`config.mk`:
```
export PLATFORM = sky130hd
export DESIGN_NAME = param_acc_processor
export DESIGN_NICKNAME = d
export VERILOG_FILES = /design/src/rtl/param_acc_processor_pkg.sv /design/src/rtl/param_acc_processor_alu.sv /design/src/rtl/param_acc_processor.sv
export SDC_FILE = /design/constraint.sdc
export NUM_CORES = 1
export LEC_CHECK = 0
export ABC_CLOCK_PERIOD_IN_PS = 5250
export CAP_MARGIN = 10
export CORE_MARGIN = 2
export CORE_UTILIZATION = 57
export DETAILED_ROUTE_END_ITERATION = 16
export DONT_BUFFER_PORTS = 1
export GPL_ROUTABILITY_DRIVEN = 0
export PLACE_DENSITY = 0.77
export SLEW_MARGIN = 20
export SYNTH_ARGS = -nofsm -noshare
export SYNTH_HDL_FRONTEND = slang
export SYNTH_SLANG_ARGS = --single-unit
export TNS_END_PERCENT = 20
```
`constraint.sdc`:
```
create_clock -name clk -period 5.25 [get_ports clk]
set_input_delay 0.525 -clock clk [delete_from_list [all_inputs] [get_ports clk]]
set_output_delay 0.525 -clock clk [all_outputs]
set_load 0.01 [all_outputs]
```
`src/rtl/param_acc_processor_pkg.sv`:
```
// Shared opcode map, FSM state encoding and flag bit positions for the
// accumulator processor and its ALU.
package processor_pkg;

  localparam logic [3:0] OP_NOP  = 4'h0;
  localparam logic [3:0] OP_LDI  = 4'h1;
  localparam logic [3:0] OP_LD   = 4'h2;
  localparam logic [3:0] OP_ST   = 4'h3;
  localparam logic [3:0] OP_ADD  = 4'h4;
  localparam logic [3:0] OP_SUB  = 4'h5;
  localparam logic [3:0] OP_AND  = 4'h6;
  localparam logic [3:0] OP_OR   = 4'h7;
  localparam logic [3:0] OP_XOR  = 4'h8;
  localparam logic [3:0] OP_ADDI = 4'h9;
  localparam logic [3:0] OP_SHL  = 4'hA;
  localparam logic [3:0] OP_SHR  = 4'hB;
  localparam logic [3:0] OP_OUT  = 4'hC;
  localparam logic [3:0] OP_WRI  = 4'hD;

  typedef enum logic [1:0] {
    IDLE = 2'd0,
    RD   = 2'd1,
    EX   = 2'd2
  } state_t;

  localparam int FLAG_Z = 0;
  localparam int FLAG_C = 1;
  localparam int FLAG_V = 2;
  localparam int FLAG_W = 3;

  // Only the ALU group (ADD..SHR) touches the flags.
  function automatic logic writes_flags(input logic [3:0] op);
    return (op >= OP_ADD) && (op <= OP_SHR);
  endfunction

endpackage

```
`src/rtl/param_acc_processor_alu.sv`:
```
// Combinational ALU for the accumulator processor: result plus carry/borrow,
// signed-overflow and zero status for the arithmetic, logic and shift opcodes.
module acc_alu
  import processor_pkg::*;
#(
  parameter int DATA_W = 8
) (
  input  logic [3:0]        op,
  input  logic [DATA_W-1:0] a,
  input  logic [DATA_W-1:0] b,
  output logic [DATA_W-1:0] result,
  output logic              c,
  output logic              v,
  output logic              z
);

  localparam int MSB = DATA_W - 1;

  always_comb begin
    result = '0;
    c      = 1'b0;
    v      = 1'b0;
    case (op)
      OP_ADD, OP_ADDI: begin
        {c, result} = {1'b0, a} + {1'b0, b};
        v = (a[MSB] == b[MSB]) && (result[MSB] != a[MSB]);
      end
      OP_SUB: begin
        result = a - b;
        c      = (a < b);
        v      = (a[MSB] != b[MSB]) && (result[MSB] != a[MSB]);
      end
      OP_AND: result = a & b;
      OP_OR:  result = a | b;
      OP_XOR: result = a ^ b;
      OP_SHL: begin
        result = {a[MSB-1:0], 1'b0};
        c      = a[MSB];
        v      = a[MSB] ^ a[MSB-1];
      end
      OP_SHR: begin
        result = {1'b0, a[MSB:1]};
        c      = a[0];
      end
      default: ;
    endcase
  end

  assign z = (result == '0);

endmodule

```
`src/rtl/param_acc_processor.sv`:
```
// Accumulator machine with internal data memory; every instruction walks
// IDLE -> RD -> EX, giving one instruction per three cycles.
module param_acc_processor
  import processor_pkg::*;
#(
  parameter int DATA_W = 8,
  parameter int ADDR_W = 4,
  parameter int OPC_W  = 4
) (
  input  logic                    clk,
  input  logic                    rst_n,
  input  logic                    instr_valid,
  output logic                    instr_ready,
  input  logic [OPC_W+ADDR_W-1:0] instr,
  input  logic [DATA_W-1:0]       data_in,
  output logic [DATA_W-1:0]       data_out,
  output logic                    out_valid,
  output logic                    flag_z,
  output logic                    flag_c,
  output logic                    flag_v,
  output logic                    err
);

  localparam int DEPTH = 2 ** ADDR_W;

  state_t              state;
  logic [OPC_W-1:0]    opc_q;
  logic [ADDR_W-1:0]   addr_q;
  logic [DATA_W-1:0]   imm_q;
  logic [DATA_W-1:0]   rd_q;
  logic [DATA_W-1:0]   acc;
  logic [FLAG_W-1:0]   flags;
  logic [DATA_W-1:0]   mem [0:DEPTH-1];

  logic [3:0]          op;
  logic                legal;
  logic [DATA_W-1:0]   alu_b;
  logic [DATA_W-1:0]   alu_res;
  logic                alu_c;
  logic                alu_v;
  logic                alu_z;

  // A single valid/ready handshake: an instruction transfers on a rising edge
  // where instr_valid && instr_ready; instr/data_in are don't-care otherwise.
  assign instr_ready = rst_n && (state == IDLE);

  // Opcodes wider than 4 bits are zero-extended, so any set upper bit is illegal.
  always_comb begin
    op    = opc_q[3:0];
    legal = ((opc_q >> 4) == '0) && (op <= OP_WRI);
    alu_b = (op == OP_ADDI) ? imm_q : rd_q;
  end

  acc_alu #(.DATA_W(DATA_W)) u_alu (
    .op     (op),
    .a      (acc),
    .b      (alu_b),
    .result (alu_res),
    .c      (alu_c),
    .v      (alu_v),
    .z      (alu_z)
  );

  always_ff @(posedge clk or negedge rst_n) begin
    if (!rst_n) begin
      state     <= IDLE;
      opc_q     <= '0;
      addr_q    <= '0;
      imm_q     <= '0;
      acc       <= '0;
      flags     <= '0;
      data_out  <= '0;
      out_valid <= 1'b0;
      err       <= 1'b0;
    end else begin
      out_valid <= 1'b0;
      err       <= 1'b0;
      case (state)
        IDLE: begin
          if (instr_valid && instr_ready) begin
            opc_q  <= instr[OPC_W+ADDR_W-1:ADDR_W];
            addr_q <= instr[ADDR_W-1:0];
            imm_q  <= data_in;
            state  <= RD;
          end
        end
        RD: state <= EX;
        EX: begin
          state <= IDLE;
          if (!legal) begin
            err <= 1'b1;
          end else begin
            case (op)
              OP_LDI: acc <= imm_q;
              OP_LD:  acc <= rd_q;
              OP_OUT: begin
                data_out  <= acc;
                out_valid <= 1'b1;
              end
              default: begin
                if (writes_flags(op)) begin
                  acc           <= alu_res;
                  flags[FLAG_Z] <= alu_z;
                  flags[FLAG_C] <= alu_c;
                  flags[FLAG_V] <= alu_v;
                end
              end
            endcase
          end
        end
        default: state <= IDLE;
      endcase
    end
  end

  // Memory is unreset; a reset during EX pulls state to IDLE before the next
  // edge, which is what suppresses the in-flight store.
  always_ff @(posedge clk) begin
    if (state == RD) rd_q <= mem[addr_q];
    if (state == EX && legal && (op == OP_ST || op == OP_WRI))
      mem[addr_q] <= (op == OP_ST) ? acc : imm_q;
  end

  assign flag_z = flags[FLAG_Z];
  assign flag_c = flags[FLAG_C];
  assign flag_v = flags[FLAG_V];

endmodule

```
==> results_dict.tcl <==
set metrics [dict create \
    maxCapViolations 0 \
    boundaryPins 33 \
    sequentialPowerShare_pct 43.5 \
    fin_tns_setup_ns 0 \
    via_count_of_the_first_global_routing_pass 5302 \
    yosys.area.top_type_share_pct 48.8 \
    clock_sinks 175 \
    cts.clk_slew.worst_paths_ns 0.07 \
    share_of_synthesized_cell_area_in_and_or_nand_and_nor_gates_pct 7.35 \
    ys_warn_count 0 \
    critical_path_launch_point_type "flip-flop" \
    die_footprint_sq_um 15700 \
    via_count_of_the_routed_design 5184 \
    worst_ep_required_time_ns 5.62 \
    rr_endpoint "flags[0]" \
    dieWidth_um 125 \
    headroom_to_the_max_slew_limit_pct 30.7 \
    timing.setup.critical_path_class "reg -> reg" \
    comb_power_share_pct 27.4 \
    rsz_0062_raised_after_global_routing "no" \
    drtIter0Drc 823 \
    synth-adder-area-share_pct 4.81 \
    netlist_top_cells_count "edfxtp_1 (136), nand2_1 (46), mux4_2 (40)" \
    synth_edf_count 136 \
    timing.final.max_slew_violations 0 \
    power_frac_clock_pct 29.1 \
    setup_viol 0 \
    synthesis.instances 582 \
    globalRouteMet1Util_pct 34.7 \
    antenna_cells_inserted 0 \
    h-tree-depth 4 \
    postRouteWirelength_um 18900 \
    cts_post_setup_buffers_inserted 0 \
    fin_crit_ns 4.41 \
    netlist.top_cell.by_area "edfxtp_1" \
    die_h_um 125 \
    grt.overflow.total 0 \
    critical_path.max_fanout 28 \
    dr.pass1.iters 8 \
    fin_crit_sh_pct 84.0 \
    nFillCells 1012 \
    routed_wire_length_per_instance_um 24.2 \
    synth-seq-area-share_pct 60.4 \
    global_route.usage.total_pct 25.2 \
    total_cts_buffers 17 \
    sw_pwr_w 0.00148 \
    global_route_wire_length_before_repair_um 30000 \
    globalRoute.busiestLayer "met2" \
    synth-compound-area-share_pct 8.35 \
    synth.distinct_cells 58 \
    status "complete, no violations" \
    synth_flop_cell "edfxtp_1" \
    ys_top_cells_by_area "edfxtp_1 (49%), dfrtp_1 (12%), mux4_2 (11%)" \
    maxClockFrequency_mhz 227 \
    portbufs 0 \
    antenna_found_initial 0 \
    r2r_cells 14 \
    area.sequential_sq_um 5060 \
    critical_path.endpoint "flags[0]" \
    synth.net_count 632 \
    worst_skew_pair.late_latency_ns 0.44 \
    hold_path_class "in -> reg" \
    core_sq_um 14400 \
    antenna_violating_nets_post_route 0 \
    synthMuxAreaShare_pct 15.4 \
    post_synthesis_register_bit_count 175 \
    finalClockSkew_ns 0.0122 \
    core.rowCount 44 \
    dp_hpwl_um 12500 \
    p_int_w 0.00280 \
    use_met3_pct 5.61 \
    synth_async_sr_flop_share_pct 22.3 \
    grt_start_max_net_pins 40 \
    tritoncts "built" \
    power_w 0.00427 \
    power.static_leakage_nw 3.37 \
    crit_path_frequent_cell "inv_1" \
    critical_path.cell_chain "inv_1 -> nor2_1 -> nand2_1 -> mux2_2 -> ha_1 -> inv_1 -> fa_1 -> inv_1 -> o21ai_0 -> and4_1 -> nor4_1 -> nand3_1 -> nor4_1 -> a32o_1" \
    power.density_cell_area_nw_per_um2 465 \
    detail_route.drc_violations 0 \
    clockBufferDepth 2 \
    rrSetupSlack_ns 0.84 \
    synth.most_common_cell "edfxtp_1" \
    area_of_the_multi_input_gates_sq_um 3050 \
    syn_area_per_cell_sq_um 14.4 \
    worstMarginPinSlew_ns 1.04 \
    setup.worst_path.start "op[0]" \
    area.growth.synth_to_final_pct 9.71 \
    critical_path.slowest_cell "dfrtp_1" \
    critical_path_max_stage_delay_ns 0.97 \
    post_drt_via_cell_ratio 6.65 \
    worst-endpoint-arrival_ns 4.78 \
    start_util_pct 58.1 \
    setup.worst_path.end_class "flip-flop" \
    final_hold_viol_count 0 \
    grt_use_met2_pct 39.7 \
    power.ir.vdd_worst_v 0.000318 \
    drive_gt1_share_pct 20.1 \
    nets 633 \
    synth_xor_area_share_pct 0.523 \
    mappedNetlistArea_sq_um 8380 \
    sw_frac_of_total_pct 34.5 \
    dominant_combinational_cell_family_by_area_after_synthesis "multiplexers" \
    worst_r2r_startpoint "op[0]" \
    ctsRootBufferMaster "clkbuf_16" \
]
-- layer usage --
| metal | share of wire (%) | up-vias |
|---|---|---|
| met2 | 49 | 296 |
| met3 | 7.5 | 67 |
| met4 | 2.8 | 0 |
| met5 | 0 | - |
| met1 | 41 | 2588 |
| li1 | - | 2233 |
-- sequential cells by signal, indices dropped and copies added (netlist names) --
signal     cells
acc            8
addr_q         4
data_out       8
err            1
flags          3
imm_q          8
mem          128
op             4
out_valid      1
rd_q           8
state          2
-- metrics by stage --
stage | util [%] | cells | setup WS (ns) | cell area [sq um] | hold slack (ns)
2_1_floorplan | - | 582 | 2.12 | 8380 | 0.229
3_3_place_gp | 59.3 | 746 | 1.39 | 8550 | 0.230
3_5_place_dp | 59.3 | 746 | 1.11 | 8550 | 0.231
4_1_cts | 63.7 | 780 | 1.07 | 9190 | 0.198
5_1_grt | 63.7 | 780 | 0.708 | 9190 | 0.222
6_report | 63.7 | 780 | 0.842 | 9190 | 0.210
-- cells by family after synthesis --
kind of cell             after synthesis
multiplexers                          75
buffers and inverters                 63
flip-flops                           175
adder cells (fa/ha/maj)               31
XOR/XNOR                               5
AO/OA/AOI/OAI                        104
AND/OR/NAND/NOR                      129
-- timing repair --
item	in CTS	in global routing
resized for setup	0	0
endpoints found under the hold margin	39	0
hold buffers	2	0
-- worst max-delay path, delay by kind of cell, from the launching register on --
kind	cells	cell delay, ns
and+or+nand+nor	6	1.66
DFF	1	0.97
adders and majority gates	2	0.63
buffers and inverters	3	0.46
muxes	1	0.32
AOI/OAI and AO/OA	2	0.30
-- how the worst min path moves through the flow --
stage	depth (start not counted)	slack [ns]	startpoint	to
final	2	0.21	instr[6]	op[2]
after global routing	1	0.22	instr[3]	addr_q[3]
after CTS	2	0.20	instr[6]	op[2]
after detailed placement	0	0.23	rst_n	err
after global placement	0	0.23	rst_n	op[2]
after floorplan	0	0.23	rst_n	acc[0]
-- layout by cell type, fill, tap and decap left out, types with 3 or more instances in the layout --
cell type	Yosys	routed
clkinv_8	0	6
dfrtp_1	39	38
nand3b_1	3	3
nor3_1	9	9
a22oi_1	8	8
nand2b_1	7	7
clkinvlp_4	0	3
nor2b_1	7	7
edfxtp_1	136	136
mux2_2	28	28
o22ai_1	10	10
mux4_2	40	40
and3_1	6	6
o21ai_0	25	25
a21o_1	7	7
a21oi_1	17	17
o21ai_1	4	4
xnor2_1	3	3
nor3b_1	3	3
mux2i_1	7	7
buf_4	0	14
clkbuf_16	0	17
a221oi_1	5	5
ha_1	29	29
nand2_1	46	46
or3_1	4	4
inv_1	29	29
nor2_1	28	28
nand3_1	7	7
-- power by group through the flow --
stage / logic (W) / clock network (W) / registers, W
after floorplan: 0.000918 / 0 / 0.00177
after global placement: 0.00109 / 0 / 0.00188
after detailed placement: 0.00112 / 0 / 0.00188
after CTS: 0.00114 / 0.00126 / 0.00185
after global routing: 0.00126 / 0.00132 / 0.00188
final: 0.00117 / 0.00125 / 0.00186
-- cell type report --
cell class / instances / share of cell area [%]
clock buffers: 17 / 4.63
clock inverters: 15 / 1.89
inverters: 29 / 1.18
multi-input cells: 344 / 33.2
flip-flops and latches: 175 / 55.1
well taps: 184 / 2.51
repair buffers: 16 / 1.55
Note: power is estimated with default switching activity, not from simulation.
